`src/rtl/wifi_cmd_rx_if.sv`:
```
// ============================================================================
//  Module      : wifi_cmd_rx_if
//  Description : Serial input and decoded command/debug outputs of the
//                ESP WiFi command receiver.
//  Revision    : 1.0  initial release
// ============================================================================
`default_nettype none

interface wifi_cmd_rx_if;
    logic       rx;
    logic [2:0] cmd_code;
    logic       cmd_valid;
    logic [7:0] rx_byte;
    logic       byte_valid;
    logic       frame_err;
    logic       busy;

    // Receiver side: consumes the serial line, produces decoded results.
    modport slave (
        input  rx,
        output cmd_code,
        output cmd_valid,
        output rx_byte,
        output byte_valid,
        output frame_err,
        output busy
    );

    // Host side: drives the serial line, observes decoded results.
    modport master (
        output rx,
        input  cmd_code,
        input  cmd_valid,
        input  rx_byte,
        input  byte_valid,
        input  frame_err,
        input  busy
    );
endinterface

`default_nettype wire

```
`src/rtl/wifi_cmd_rx.sv`:
```
// ============================================================================
//  Module      : wifi_cmd_rx
//  Description : 8N1 UART receiver with single-character command decode.
//                Decoded commands are held on cmd_code for HOLD_CYCLES
//                clocks; every well-framed byte is exposed on rx_byte.
//  Revision    : 1.0  initial release
// ============================================================================
`default_nettype none

module wifi_cmd_rx #(
    parameter int CLK_HZ      = 50000000,
    parameter int BAUD        = 9600,
    parameter int HOLD_CYCLES = 5000000
) (
    input  wire logic      clk,
    input  wire logic      reset,
    wifi_cmd_rx_if.slave   bus
);

    localparam int DIV    = CLK_HZ / BAUD;
    localparam int HALF   = DIV / 2;
    localparam int DIV_W  = (DIV > 1) ? $clog2(DIV) : 1;
    localparam int HOLD_W = $clog2(HOLD_CYCLES + 1);

    localparam logic [DIV_W-1:0]  C_DIV_LAST  = DIV_W'(DIV - 1);
    localparam logic [DIV_W-1:0]  C_HALF_LAST = DIV_W'(HALF - 1);
    localparam logic [HOLD_W-1:0] C_HOLD_LOAD = HOLD_W'(HOLD_CYCLES);

    typedef enum logic [2:0] {
        IDLE      = 3'd0,
        START     = 3'd1,
        DATA      = 3'd2,
        STOP      = 3'd3,
        WAIT_IDLE = 3'd4
    } state_t;

    // ------------------------------------------------------------------
    // Registers
    // ------------------------------------------------------------------
    logic              r_rx_meta;
    logic              r_rx_s;
    state_t            r_state;
    logic [DIV_W-1:0]  r_baud_cnt;
    logic [2:0]        r_bit_cnt;
    logic [7:0]        r_shift;
    logic [7:0]        r_rx_byte;
    logic              r_byte_valid;
    logic              r_frame_err;
    logic              r_cmd_valid;
    logic [2:0]        r_cmd_code;
    logic [HOLD_W-1:0] r_hold_cnt;

    // ------------------------------------------------------------------
    // Combinational next-state values
    // ------------------------------------------------------------------
    state_t            w_state_nxt;
    logic [DIV_W-1:0]  w_baud_nxt;
    logic [2:0]        w_bit_nxt;
    logic [7:0]        w_shift_nxt;
    logic              w_stop_ok;
    logic              w_stop_bad;
    logic              w_is_cmd;
    logic [2:0]        w_code;

    // Two-flop synchroniser; idles high so reset never looks like a start bit.
    always_ff @(posedge clk or posedge reset) begin
        if (reset) begin
            r_rx_meta <= 1'b1;
            r_rx_s    <= 1'b1;
        end else begin
            r_rx_meta <= bus.rx;
            r_rx_s    <= r_rx_meta;
        end
    end

    // Receive FSM state, baud/bit counters and data shift register.
    always_ff @(posedge clk or posedge reset) begin
        if (reset) begin
            r_state    <= IDLE;
            r_baud_cnt <= '0;
            r_bit_cnt  <= '0;
            r_shift    <= '0;
        end else begin
            r_state    <= w_state_nxt;
            r_baud_cnt <= w_baud_nxt;
            r_bit_cnt  <= w_bit_nxt;
            r_shift    <= w_shift_nxt;
        end
    end

    // Next-state logic: start qualification at mid-bit, then one sample per bit.
    always_comb begin
        w_state_nxt = r_state;
        w_baud_nxt  = r_baud_cnt;
        w_bit_nxt   = r_bit_cnt;
        w_shift_nxt = r_shift;
        w_stop_ok   = 1'b0;
        w_stop_bad  = 1'b0;

        case (r_state)
            IDLE: begin
                w_baud_nxt = '0;
                w_bit_nxt  = '0;
                if (!r_rx_s) begin
                    w_state_nxt = START;
                end
            end

            START: begin
                if (r_baud_cnt == C_HALF_LAST) begin
                    w_baud_nxt = '0;
                    // A line that is already high again was only a glitch.
                    w_state_nxt = r_rx_s ? IDLE : DATA;
                end else begin
                    w_baud_nxt = r_baud_cnt + 1'b1;
                end
            end

            DATA: begin
                if (r_baud_cnt == C_DIV_LAST) begin
                    w_baud_nxt  = '0;
                    w_shift_nxt = {r_rx_s, r_shift[7:1]};
                    w_bit_nxt   = r_bit_cnt + 1'b1;
                    if (r_bit_cnt == 3'd7) begin
                        w_state_nxt = STOP;
                    end
                end else begin
                    w_baud_nxt = r_baud_cnt + 1'b1;
                end
            end

            STOP: begin
                if (r_baud_cnt == C_DIV_LAST) begin
                    w_baud_nxt = '0;
                    if (r_rx_s) begin
                        w_stop_ok   = 1'b1;
                        w_state_nxt = IDLE;
                    end else begin
                        w_stop_bad  = 1'b1;
                        w_state_nxt = WAIT_IDLE;
                    end
                end else begin
                    w_baud_nxt = r_baud_cnt + 1'b1;
                end
            end

            WAIT_IDLE: begin
                // A held-low line (break) must not be taken as a new start bit.
                w_baud_nxt = '0;
                if (r_rx_s) begin
                    w_state_nxt = IDLE;
                end
            end

            default: begin
                w_state_nxt = IDLE;
                w_baud_nxt  = '0;
                w_bit_nxt   = '0;
            end
        endcase
    end

    // Command decode of the completed shift register (valid during the stop sample).
    always_comb begin
        w_is_cmd = 1'b1;
        w_code   = 3'b000;
        case (r_shift)
            8'h49:   w_code = 3'b010;   // 'I' -> INACTIVE
            8'h41:   w_code = 3'b001;   // 'A' -> ACTIVE
            8'h45:   w_code = 3'b011;   // 'E' -> EMERGENCY
            8'h4C:   w_code = 3'b100;   // 'L' -> ALARM
            default: w_is_cmd = 1'b0;
        endcase
    end

    // Byte/frame result registers; all pulses line up on the same edge.
    always_ff @(posedge clk or posedge reset) begin
        if (reset) begin
            r_rx_byte    <= '0;
            r_byte_valid <= 1'b0;
            r_frame_err  <= 1'b0;
            r_cmd_valid  <= 1'b0;
        end else begin
            r_byte_valid <= w_stop_ok;
            r_frame_err  <= w_stop_bad;
            r_cmd_valid  <= w_stop_ok & w_is_cmd;
            if (w_stop_ok) begin
                r_rx_byte <= r_shift;
            end
        end
    end

    // Hold timer: a new command reloads, otherwise count down and clear at zero.
    always_ff @(posedge clk or posedge reset) begin
        if (reset) begin
            r_cmd_code <= 3'b000;
            r_hold_cnt <= '0;
        end else if (w_stop_ok && w_is_cmd) begin
            r_cmd_code <= w_code;
            r_hold_cnt <= C_HOLD_LOAD;
        end else if (r_hold_cnt != '0) begin
            r_hold_cnt <= r_hold_cnt - 1'b1;
            if (r_hold_cnt == HOLD_W'(1)) begin
                r_cmd_code <= 3'b000;
            end
        end
    end

    assign bus.cmd_code   = r_cmd_code;
    assign bus.cmd_valid  = r_cmd_valid;
    assign bus.rx_byte    = r_rx_byte;
    assign bus.byte_valid = r_byte_valid;
    assign bus.frame_err  = r_frame_err;
    assign bus.busy       = (r_state != IDLE);

endmodule

`default_nettype wire

```
`src/flat_wrapper.sv`:
```
// flat-port wrapper written by rule: the top's interface ports become plain ports
module wifi_cmd_rx_flat 
#(
    parameter int CLK_HZ      = 50000000,
    parameter int BAUD        = 9600,
    parameter int HOLD_CYCLES = 5000000
)
  (clk, reset, bus_rx, bus_cmd_code, bus_cmd_valid, bus_rx_byte, bus_byte_valid, bus_frame_err, bus_busy);
  wifi_cmd_rx_if bus_i ();
  input  wire logic clk;
  input  wire logic reset;
  input wire logic [$bits(bus_i.rx)-1:0] bus_rx;
  output wire logic [$bits(bus_i.cmd_code)-1:0] bus_cmd_code;
  output wire logic [$bits(bus_i.cmd_valid)-1:0] bus_cmd_valid;
  output wire logic [$bits(bus_i.rx_byte)-1:0] bus_rx_byte;
  output wire logic [$bits(bus_i.byte_valid)-1:0] bus_byte_valid;
  output wire logic [$bits(bus_i.frame_err)-1:0] bus_frame_err;
  output wire logic [$bits(bus_i.busy)-1:0] bus_busy;
  assign bus_i.rx = bus_rx;
  assign bus_cmd_code = bus_i.cmd_code;
  assign bus_cmd_valid = bus_i.cmd_valid;
  assign bus_rx_byte = bus_i.rx_byte;
  assign bus_byte_valid = bus_i.byte_valid;
  assign bus_frame_err = bus_i.frame_err;
  assign bus_busy = bus_i.busy;
  wifi_cmd_rx #(.CLK_HZ(CLK_HZ), .BAUD(BAUD), .HOLD_CYCLES(HOLD_CYCLES)) u_core (.clk(clk), .reset(reset), .bus(bus_i));
endmodule
```
`config.mk`:
```
export PLATFORM = sky130hd
export DESIGN_NAME = wifi_cmd_rx_flat
export DESIGN_NICKNAME = d
export VERILOG_FILES = /design/src/rtl/wifi_cmd_rx_if.sv /design/src/rtl/wifi_cmd_rx.sv /design/src/flat_wrapper.sv
export SDC_FILE = /design/constraint.sdc
export NUM_CORES = 1
export LEC_CHECK = 0
export BUFFER_PORTS_ARGS = -buffer_cell sky130_fd_sc_hd__buf_4
export CORE_MARGIN = 2
export CORE_UTILIZATION = 61
export CTS_BUF_LIST = sky130_fd_sc_hd__clkbuf_8 sky130_fd_sc_hd__clkbuf_16
export DETAILED_ROUTE_END_ITERATION = 12
export GPL_ROUTABILITY_DRIVEN = 1
export PLACE_DENSITY = 0.84
export SLEW_MARGIN = 30
export SYNTH_ARGS = -nofsm -noshare
export SYNTH_HDL_FRONTEND = slang
export SYNTH_SLANG_ARGS = --single-unit
```
`constraint.sdc`:
```
create_clock -name clk -period 2.6 [get_ports clk]
set_clock_uncertainty 0.2 [all_clocks]
set_input_delay 0.52 -clock clk [delete_from_list [all_inputs] [get_ports clk]]
set_output_delay 0.52 -clock clk [all_outputs]
set_load 0.02 [all_outputs]
```
Yosys cells after proc, flatten, opt, wreduce, memory -nomap -nowiden
Cells that the tools add are included.

Input port bits: 3. Bits in registers: 66. Word-level logic and storage cells: 75. Output and inout bits: 15.

Bitwise gates (word level): 2. Add/sub/neg operators: 3. Multiplexer cells: 27. Reduce and logical (&&, ||, !) cells: 13. Equality and inequality tests: 18.

Operators with widths (number): $mux W23 (2); $mux W3 (11); $eq A8 B7 Y1 const B (4); $mux W13 (2); $pmux W13 S2 (1); $eq A23 B1 Y1 const B (1); $reduce_bool A23 Y1 (1); $sub A23 B1 Y23 const B (1); $pmux W3 S5 (1); $add A13 B1 Y13 const B (1); $eq A13 B12 Y1 const B (1); $eq A13 B13 Y1 const B (1); $pmux W3 S4 (1); $ne A2 B1 Y1 const B (5); $mux W1 (7); $eq A3 B2 Y1 const B (2); $eq A3 B3 Y1 const B (2); $pmux W3 S2 (1); $reduce_and A2 Y1 (3); $reduce_and A6 Y1 (1); $reduce_bool A2 Y1 (2); $reduce_or A4 Y1 (1); $add A3 B1 Y3 const B (1); $eq A3 B1 Y1 const B (1); other kinds (9) (9).

Depth between registers and ports, before layout
Gate-level depths: netlist (run 1).

Depth after elaboration: 6. Depth in mapped cells: 8. Depth with buffers taken out: 7.

Worst setup path before layout (run 1)
Ideal clock, no wire load.

Path type: register to register. Start: register u_core.r_hold_cnt[0]. End: register u_core.r_hold_cnt[9]. Path slack: 0.309 ns. Buffers on the path: 1. Period minus slack after synthesis: 2.291 ns. Library setup time: 0.129 ns. Stages on the path, launching flop included: 9. Data arrival time: 1.962 ns. Required time: 2.271 ns. Path through: dfrtp_1 -> inv_1 -> ha_1 -> or3b_2 -> or3_4 -> o31ai_4 -> buf_6 -> or3_2 -> nand3_1.

Word-level cells in the longest chain between the ends: 3. Elaborated cells between the ends (all ways): 5. Those cells by class: 1 x add/sub; 2 x mux; 2 x reduce/logical.

Ends and longest elaborated chain: start, declared (RTL line wifi_cmd_rx.sv:51) `logic [HOLD_W-1:0] r_hold_cnt;`; start signal, assigned (RTL line wifi_cmd_rx.sv:202) `r_hold_cnt <= r_hold_cnt - 1'b1;`; $sub A23 B1 Y23 (RTL line wifi_cmd_rx.sv:202); $mux W23 (RTL line wifi_cmd_rx.sv:201) `end else if (r_hold_cnt != '0) begin`; $mux W23 (RTL line wifi_cmd_rx.sv:198) `end else if (w_stop_ok && w_is_cmd) begin`.

Several ways; a longest one is shown, not always the timed one. The select of a mux whose other input is x is not followed. A chain may end at the register's enable or synchronous reset.

Worst setup path in the final report (run 1)
Start: register u_core.r_hold_cnt[1]. End: register u_core.r_hold_cnt[15].

Same word-level chain as after synthesis.

==> results.toml, run 1 <==
[worst_setup_path]
reg2reg_from = "u_core.r_hold_cnt[1]"
critical_path.endpoint = "u_core.r_hold_cnt[15]"
critPathMaxFanout = 11
arrival_ps = 2490
rrSetupSlack_ps = 160
path_class = "flop to flop"
worstSetupStartpointType = "flop"
endpoint_kind = "flop"
r2r-end = "u_core.r_hold_cnt[15]"
r2r_cells = 8
startpoint = "u_core.r_hold_cnt[1]"
critical_path_required_ps = 2650

[finish]
antennaDiodeCount = 0
final_layout_size_suffix_gt1_share_pct = 18.8
syn_to_final_growth_pct = 12.6
final_common_cell = "dfrtp_1"
nFillCells = 379
final_cell_mix = "64 x dfrtp_1, 51 x nand2_1, 38 x nor2_1, 25 x buf_4, 15 x a21oi_1"
layout.nets = 375

[detailed_routing]
postRouteWirelength_mm = 6.67
drcViolationCount = 0
drtPass1Iterations = 4
detail_route.vias_per_cell = 5.90
vias = 2608
drtIter0Drc = 188
ant_nets = 0
post_drt_wl_per_cell_microns = 15.1

[sta]
fin_crit_ps = 2440
tns_ps = 0
drv_slew = 0
final-setup-viol-count = 0
rsz0062_at_grt = "false"
worst_pin_slew_ps = 563
fmax_ghz = 0.410
slew_headroom_pct = 61.5
period_share_pct = 93.9
setup_ws_ps = 160
hold_violations = 0

[clock_tree]
path_clk_slew_ps = 70
cts_tree = "built"
clk_path_buf_depth = 2
clock_sinks = 66
clock_latency_ps = 340
root_buffer = "clkbuf_8"
cts_made_buffers = 9
holdBufCountCts = 0
htree_levels = 3

[run_status]
status = "complete, no violations"

[worst_hold_path]
hp-class = "input pin to asynchronous set/reset pin"

[synth]
synth_cells = 341
syn_area_per_cell_sq_um = 9.81
syn-cell-area_sq_mm = 0.00334
synth-edff-count = 0
yosys.cell_types.count = 53
seq_area_frac_synth_pct = 49.5
synthArstFlopShare_pct = 100
ys_ff_latch = 66
synthFlopType = "dfrtp_1"
synth_fp_nets = 349
ys_warn_count = 0

[run]
drv_cap = 0

[power]
p_leak_nw = 1.85
p_per_area_mw_per_mm2 = 474
finalPower_mw = 1.79
vdd_drop_max_v = 0.000351

[grt]
antenna_found_initial = 0
grt_use_total_pct = 24.4
grt_pass1_vias = 2583
grt_max_degree = 28
overflow = 0
grt_pass1_wl_mm = 11.6

[place]
gp_congestion = 0.886
dp_slack_ps = 95.3
port_buffers = 17
dpl.hpwl_mm = 4.77

[floorplanning]
num_rows = 26
die_w_microns = 78.0
die_h_microns = 78.0
coreArea_sq_mm = 0.00520
io_pins = 18
initial_utilization_pct = 64.3
die_area_sq_mm = 0.00609
## per-stage QoR
step	utilization (%)	instance area (sq um)	std cells	hold WS, ps
2_1_floorplan	-	3340	341	145
3_3_place_gp	68.7	3570	425	146
3_5_place_dp	68.7	3570	425	149
4_1_cts	71.8	3740	441	40.7
5_1_grt	72.4	3770	442	63.6
6_report	72.4	3770	442	28.6
## sequential cells by signal, indices dropped and copies added (netlist names)
register               cells
u_core.bus.cmd_code        3
u_core.bus.byte_valid      1
u_core.r_baud_cnt         13
u_core.r_rx_meta           1
u_core.r_shift             8
u_core.r_state             3
u_core.r_hold_cnt         23
u_core.bus.frame_err       1
u_core.bus.cmd_valid       1
u_core.r_bit_cnt           3
u_core.r_rx_s              1
u_core.bus.rx_byte         8
## repair_timing
item                                    4_1_cts  5_1_grt
setup buffers                                 0        1
resized for setup                             0        5
endpoints found under the setup margin        0       16
## cell usage after synthesis, types with 2 or more instances
library cell  number  area (sq um)
dfrtp_1           64          1600
nand2_1           51           191
nor2_1            38           143
a21oi_1           15          75.1
nand3_1           13          65.1
xnor2_1           13           114
xor2_1            10          87.6
o21ai_0            9          45.0
inv_1              8          30.0
nor3_1             8          40.0
mux2_2             7          78.8
clkbuf_1           6          22.5
and3_1             5          31.3
ha_1               5          62.6
nand4_1            5          31.3
nor2b_1            5          31.3
nor4_1             5          31.3
or3_2              5          37.5
a211oi_1           4          30.0
o2bb2ai_1          4          35.0
or4_1              4          30.0
a21boi_0           3          22.5
and2_1             3          18.8
and4_1             3          26.3
and4bb_2           3          37.5
buf_2              3          15.0
mux2i_1            3          30.0
nand3b_1           3          22.5
nor4b_1            3          26.3
o31ai_1            3          22.5
or3_1              3          18.8
a311oi_1           2          17.5
a31oi_1            2          12.5
buf_6              2          22.5
dfstp_2            2          52.6
nor4bb_1           2          20.0
## per-layer routing
layer	global-route usage (%)	wire, microns
met1	31.9	3070
met5	0	0
met4	12.5	157
met3	5.17	307
met2	38.9	3130
## worst min path at each step
stage                                start  slack, ps                     to  cells past startpoint
after CTS                            reset         40  u_core.r_hold_cnt[13]                      2
after global routing                bus_rx         60       u_core.r_rx_meta                      1
after floorplan           u_core.r_rx_meta        150          u_core.r_rx_s                      0
after detailed placement  u_core.r_rx_meta        150          u_core.r_rx_s                      0
final                                reset         30  u_core.r_hold_cnt[13]                      2
after global placement    u_core.r_rx_meta        150          u_core.r_rx_s                      0
## report_power, final
part	total, mW	internal, mW	switching [mW]
combinational	0.0265	0.00616	0.0204
sequential	1.03	1.03	0.00153
clock	0.728	0.335	0.393
## worst max-delay path, stage by stage (launching register included)
cell and delay, ps:
dfrtp_1 410, inv_1 90, ha_2 200, or3b_4 400, or3_4 360, o31ai_4 220
buf_6 160, o21ai_0 110, a21oi_1 190
## area by class of cell
class                   instances  area, sq um  area share (%)
repair buffers                 27          219            5.81
clock buffers                   9          124            3.29
multi-input cells             255         1610            42.8
clock inverters                 7         38.8            1.03
well taps                      70         87.6            2.33
inverters                       8         30.0           0.797
flip-flops and latches         66         1650            43.9
## kinds of logic after synthesis
family,count (synthesis),share of synthesized area [%]
buffers and inverters,20,2.84
adder cells (fa/ha/maj),5,1.87
AND/OR/NAND/NOR,169,26.9
AO/OA/AOI/OAI,48,9.69
multiplexers,10,3.25
flip-flops,66,49.5
XOR/XNOR,23,6.02
No activity file was read; power rests on OpenSTA's default activity.
==> run 2: changes to the inputs <==
==> constraint.sdc (replaced) <==
create_clock -name clk -period 2.8 [get_ports clk]
set_clock_uncertainty 0.2 [all_clocks]
set_input_delay 0.56 -clock clk [delete_from_list [all_inputs] [get_ports clk]]
set_output_delay 0.56 -clock clk [all_outputs]
set_load 0.02 [all_outputs]
==> run 2 against run 1 <==
Effect of this change: global-route usage is 0.23 points lower; critical path depth decreased by 1; combinational power fell by 11%; non-clock buffer count is 4 lower; highest routed layer unchanged.
==> results.toml, run 2 (synthesis results as in run 1) <==
[run_status]
status = "complete, no violations"

[finish]
final_cell_mix = "64 x dfrtp_1, 51 x nand2_1, 38 x nor2_1, 23 x buf_4, 15 x a21oi_1"
largest_reg_flops = 23
design_area_sq_mm = 0.00376
top_regs = "u_core.r_hold_cnt: 23 flops, u_core.r_baud_cnt: 13 flops"
final_common_cell = "dfrtp_1"
final_layout_size_suffix_gt1_share_pct = 17.4
syn_to_final_growth_pct = 12.3
final_util_pct = 72.2
antennaDiodeCount = 0
top_register = "u_core.r_hold_cnt"
layout.nets = 371

[worst_setup_path]
worstPathCellList = "inv_1, ha_1, or3b_2, or3_4, o31ai_4, o21ai_0, a21oi_1"
endpoint_kind = "flop"
critical_path_required_ps = 2870
rrSetupSlack_ps = 230
path_class = "flop to flop"
arrival_ps = 2640
slowest_delay_ps = 500
worstSetupStartpointType = "flop"
critPathMaxFanout = 11
cp_slowest_cell = "or3b_2"
cp_top_family = "simple AND/OR/NAND/NOR gates"
crit_buf_inv = 1

[sta]
fin_crit_ps = 2570
tns_ps = 0
drv_slew = 0
worst_pin_slew_ps = 605
final-setup-viol-count = 0
hold_violations = 0
rsz0062_at_grt = "false"
slew_headroom_pct = 58.6
period_share_pct = 91.8
fmax_ghz = 0.389

[grt]
grt_pass1_vias = 2584
grt_pass1_wl_mm = 11.6
overflow = 0
grt_max_degree = 31
antenna_found_initial = 0
grt_use_total_pct = 24.2

[clock_tree]
root_buffer = "clkbuf_8"
htree_levels = 3
cts_tree = "built"
cts_made_buffers = 9
holdBufCountCts = 0
clk_path_buf_depth = 2
clock_latency_ps = 350
cts.repair.resized = 0
clock_sinks = 66
path_clk_slew_ps = 70
post-cts-setup-buffers = 0

[floorplanning]
initial_utilization_pct = 64.3
die_w_microns = 78.0
coreArea_sq_mm = 0.00520
num_rows = 26
io_pins = 18
die_area_sq_mm = 0.00609
die_h_microns = 78.0

[detailed_routing]
drtPass1Iterations = 5
postRouteWirelength_mm = 6.61
drcViolationCount = 0
drtIter0Drc = 149
detail_route.vias_per_cell = 5.86
vias = 2568
ant_nets = 0
post_drt_wl_per_cell_microns = 15.1

[power]
intPower_mw = 1.46
p_sw_share_pct = 21.2
vdd_drop_max_v = 0.000371
seqPwrFrac_pct = 51.6
p_per_area_mw_per_mm2 = 494
power_frac_comb_pct = 1.3
p_sw_mw = 0.394
p_leak_nw = 1.85
power.clock.fraction_pct = 47.1

[worst_hold_path]
hp-class = "input pin to asynchronous set/reset pin"

[place]
port_buffers = 17
dpl.hpwl_mm = 4.77
gp_congestion = 0.917
dpl-instance-area_sq_mm = 0.00354

[run]
drv_cap = 0
run 2: cell types whose count changed in the layout (fill, tap and decap cells not counted), sizes merged:
cell | previous run | this run
buf | 27 | 23
bufinv | 0 | 2
clkinv | 4 | 2
run 2: stage by stage:
| stage | hold WS, ps | setup WS (ps) | instances | power [mW] |
|---|---|---|---|---|
| detailed placement | 148 | 257 | 422 | 1.00 |
| global placement | 146 | 374 | 422 | 1.00 |
| floorplan | 145 | 389 | 341 | 0.989 |
| finish | 86.0 | 230 | 438 | 1.85 |
| CTS | 96.7 | 231 | 438 | 1.87 |
| global route | 99.5 | 119 | 438 | 1.91 |
run 2: final timing paths:
| path | startpoint | to | cells after the start |
|---|---|---|---|
| max in group asynchronous | reset | u_core.r_hold_cnt[21] | 3 |
| worst max register to register | u_core.r_hold_cnt[0] | u_core.r_hold_cnt[15] | 7 |
| worst min-delay path | reset | u_core.r_hold_cnt[20] | 2 |
| worst max-delay path | u_core.r_hold_cnt[0] | u_core.r_hold_cnt[15] | 7 |
| worst min register to register | u_core.r_rx_meta | u_core.r_rx_s | 0 |
| min in group clk | bus_rx | u_core.r_rx_meta | 1 |
run 2: power by group through the flow:
stage	registers [mW]	clock network, mW	logic (mW)
after floorplan	0.975	0	0.0142
after global placement	0.975	0	0.0247
after detailed placement	0.975	0	0.0252
after CTS	0.957	0.887	0.0252
after global routing	0.957	0.926	0.0289
final	0.957	0.874	0.0237
run 2: routing by layer:
layer	track usage (%)	up-vias	routed length, microns	part of all wire, %
met1	30.4	1231	3020	46
met3	7.01	18	276	4.2
met5	0	-	0	0
li1	-	1256	-	-
met2	40.3	63	3180	48
met4	8.60	0	138	2.1
run 2: worst reg2reg max path, cell delays in order (launching register included):
cell and delay (ps):
dfrtp_1 430, inv_1 80, ha_1 210, or3b_2 500, or3_4 370, o31ai_4 360, o21ai_0 180, a21oi_1 160
run 2: cell type report:
type / count / area (sq um)
Clock inverter: 7 / 93.8
Tap cell: 70 / 87.6
Fill cell: 401 / 1450
Clock buffer: 9 / 124
Multi-Input combinational cell: 255 / 1600
Sequential cell: 66 / 1650
Inverter: 8 / 30.0
Timing Repair Buffer: 23 / 173
==> run 3: changes to the inputs <==
--- a/config.mk
+++ b/config.mk
@@ -5,13 +5,14 @@
 export SDC_FILE = /design/constraint.sdc
 export NUM_CORES = 1
 export LEC_CHECK = 0
+export ABC_AREA = 1
 export BUFFER_PORTS_ARGS = -buffer_cell sky130_fd_sc_hd__buf_4
-export CORE_MARGIN = 2
+export CORE_MARGIN = 5
 export CORE_UTILIZATION = 61
 export CTS_BUF_LIST = sky130_fd_sc_hd__clkbuf_8 sky130_fd_sc_hd__clkbuf_16
 export DETAILED_ROUTE_END_ITERATION = 12
 export GPL_ROUTABILITY_DRIVEN = 1
-export PLACE_DENSITY = 0.84
+export PLACE_DENSITY = 0.83
 export SLEW_MARGIN = 30
 export SYNTH_ARGS = -nofsm -noshare
 export SYNTH_HDL_FRONTEND = slang
==> constraint.sdc (replaced) <==
create_clock -name clk -period 2.87 [get_ports clk]
set_clock_uncertainty 0.2 [all_clocks]
set_input_delay 0.574 -clock clk [delete_from_list [all_inputs] [get_ports clk]]
set_output_delay 0.574 -clock clk [all_outputs]
set_load 0.02 [all_outputs]
==> run 3 against run 2 <==
Effect of this change: global-route usage shrank 1.1 points; core utilization fell by 3.1 points; critical path depth shrank 2; non-clock buffer count down 4; register-to-register slack better by 680 ps; largest power group unchanged; highest routed layer unchanged.
==> results.toml, run 3 <==
[clock_tree]
cts.repair.resized = 0
htree_levels = 3
clock_sinks = 66
path_clk_slew_ps = 80
holdBufCountCts = 0
post-cts-setup-buffers = 0
cts_made_buffers = 9
root_buffer = "clkbuf_8"
cts_tree = "built"
clock_latency_ps = 350
clk_path_buf_depth = 2

[place]
port_buffers = 17
dp_slack_ps = 934
gp_congestion = 0.903
dpl.hpwl_mm = 5.96

[synth]
synth_adder_area_share_pct = 1.70
syn-cell-area_sq_mm = 0.00367
seq_area_frac_synth_pct = 45.0
yosys.cell_types.count = 30
synthArstFlopShare_pct = 100
synth_compound_area_share_pct = 6.44
synth_top_family_by_area = "simple AND/OR/NAND/NOR gates"
ys_warn_count = 0
synth_cells = 491
synthXorXnorAreaFrac_pct = 3.10
synth_fp_nets = 499
synthTopCellsByCount = "121 x nand2_1, 73 x nor2_1, 72 x inv_1"
syn_area_per_cell_sq_um = 7.48
synth-edff-count = 0
muxShareOfSynthArea_pct = 0
synthTopCellsByArea = "dfrtp_1 44%, nand2_1 12%, nor2_1 7.5%"
synth_simple_gate_area_share_pct = 34.7
netlist.area_leader.share_pct = 43.6
ys_ff_latch = 66
synthFlopType = "dfrtp_1"
yosysMostFrequentCell = "nand2_1"
synth_top_area_cell = "dfrtp_1"

[run_status]
status = "complete, no violations"

[floorplanning]
die_h_microns = 87.6
initial_utilization_pct = 62.4
num_rows = 28
die_area_sq_mm = 0.00767
io_pins = 18
coreArea_sq_mm = 0.00589
die_w_microns = 87.6

[worst_setup_path]
path_class = "flop to primary output"
reg2reg_from = "u_core.r_baud_cnt[0]"
r2r-end = "u_core.r_state[1]"
rrSetupSlack_ps = 910
critPathMaxFanout = 4
endpoint_kind = "primary output"
worstPathCellList = "inv_2, nand2_1, inv_1, nand2_1, buf_4"
critical_path.endpoint = "bus_busy"
cp_slowest_cell = "dfrtp_1"
critical_path_required_ps = 2100
cpMostUsedCell = "nand2_1"
r2r_cells = 8
slowest_delay_ps = 420
startpoint = "u_core.r_state[2]"
arrival_ps = 1260
worstSetupStartpointType = "flop"

[finish]
nFillCells = 485
multiInputGateArea_sq_mm = 0.00169
syn_to_final_growth_pct = 10.6
final_cell_mix = "121 x nand2_1, 73 x nor2_1, 71 x inv_1, 64 x dfrtp_1, 40 x nand3_1"
regArea_sq_mm = 0.00165
top_register = "u_core.r_hold_cnt"
largest_reg_flops = 23
layout.nets = 523
final_layout_size_suffix_gt1_share_pct = 11.7
final_util_pct = 69.0
antennaDiodeCount = 0
final_common_cell = "nand2_1"
top_regs = "u_core.r_hold_cnt: 23 flops, u_core.r_baud_cnt: 13 flops"

[detailed_routing]
detail_route.vias_per_cell = 5.40
ant_nets = 0
drtPass1Iterations = 6
drtIter0Drc = 216
post_drt_wl_per_cell_microns = 13.5
vias = 3214
postRouteWirelength_mm = 8.02
drcViolationCount = 0

[power]
seqPwrFrac_pct = 53.1
p_sw_mw = 0.396
p_per_area_mw_per_mm2 = 433
power.clock.fraction_pct = 45.6
intPower_mw = 1.36
p_leak_nw = 2.31
vdd_drop_max_v = 0.000429
power_frac_comb_pct = 1.3
p_sw_share_pct = 22.5
finalPower_mw = 1.76

[sta]
hold_violations = 0
fin_crit_ps = 2030
fmax_ghz = 0.493
final-setup-viol-count = 0
setup_ws_ps = 841
drv_slew = 0
tns_ps = 0
slew_headroom_pct = 65.9
rsz0062_at_grt = "false"
worst_pin_slew_ps = 511
period_share_pct = 70.7

[grt]
grt_pass1_wl_mm = 13.8
overflow = 0
grt_pass1_vias = 3058
grt_max_degree = 28
antenna_found_initial = 0
grt_use_total_pct = 23.1

[worst_hold_path]
hp-class = "input pin to asynchronous set/reset pin"

[run]
drv_cap = 0
-- run 3: cell families (layout without fill, tap and decap cells) --
family | Yosys count | count (layout)
XOR/XNOR | 13 | 13
AND/OR/NAND/NOR | 281 | 281
adder cells (fa/ha/maj) | 5 | 5
buffers and inverters | 81 | 110
flip-flops | 66 | 66
AO/OA/AOI/OAI | 45 | 45
-- run 3: worst min-delay path by stage --
stage                            endpoint  slack (ps)        startpoint  cells after the start
floorplan                   u_core.r_rx_s         150  u_core.r_rx_meta                      0
global placement            u_core.r_rx_s         150  u_core.r_rx_meta                      0
detailed placement          u_core.r_rx_s         150  u_core.r_rx_meta                      0
CTS                     u_core.r_shift[7]          60             reset                      2
global route        u_core.bus.rx_byte[5]          90             reset                      2
finish                  u_core.r_shift[6]          60             reset                      2
-- run 3: cell type report --
cell class,count,share of cell area (%)
flip-flops and latches,66,40.7
multi-input cells,344,41.6
well taps,75,2.31
clock inverters,6,1.60
repair buffers,19,3.51
inverters,75,6.93
clock buffers,10,3.39
-- run 3: power groups by stage --
stage	Sequential [mW]	Clock (mW)	Combinational [mW]
2_1_floorplan	0.951	0	0.0145
6_report	0.934	0.802	0.0224
5_1_grt	0.934	0.860	0.0270
3_3_place_gp	0.952	0	0.0234
3_5_place_dp	0.952	0	0.0239
4_1_cts	0.934	0.819	0.0239
-- run 3: metal layers --
metal	up-vias	share of wire (%)	track usage, %
met5	-	0	0
met4	0	3.6	10.2
met3	30	5.6	5.08
met2	105	48	37.5
met1	1483	43	29.7
li1	1596	-	-
-- run 3: worst max-delay path: cells and delay by family, from the launching register on --
family	cells	cell delay (ps)
buffers and inverters	3	340
DFF	1	420
and+or+nand+nor	2	160
-- run 3: metrics by stage --
| step | std cells | hold slack [ps] | cell area [sq um] |
|---|---|---|---|
| 4_1_cts | 595 | 59.0 | 4060 |
| 3_5_place_dp | 579 | 149 | 3860 |
| 6_report | 595 | 59.0 | 4060 |
| 5_1_grt | 595 | 92.9 | 4060 |
| 3_3_place_gp | 579 | 146 | 3860 |
| 2_1_floorplan | 491 | 145 | 3670 |
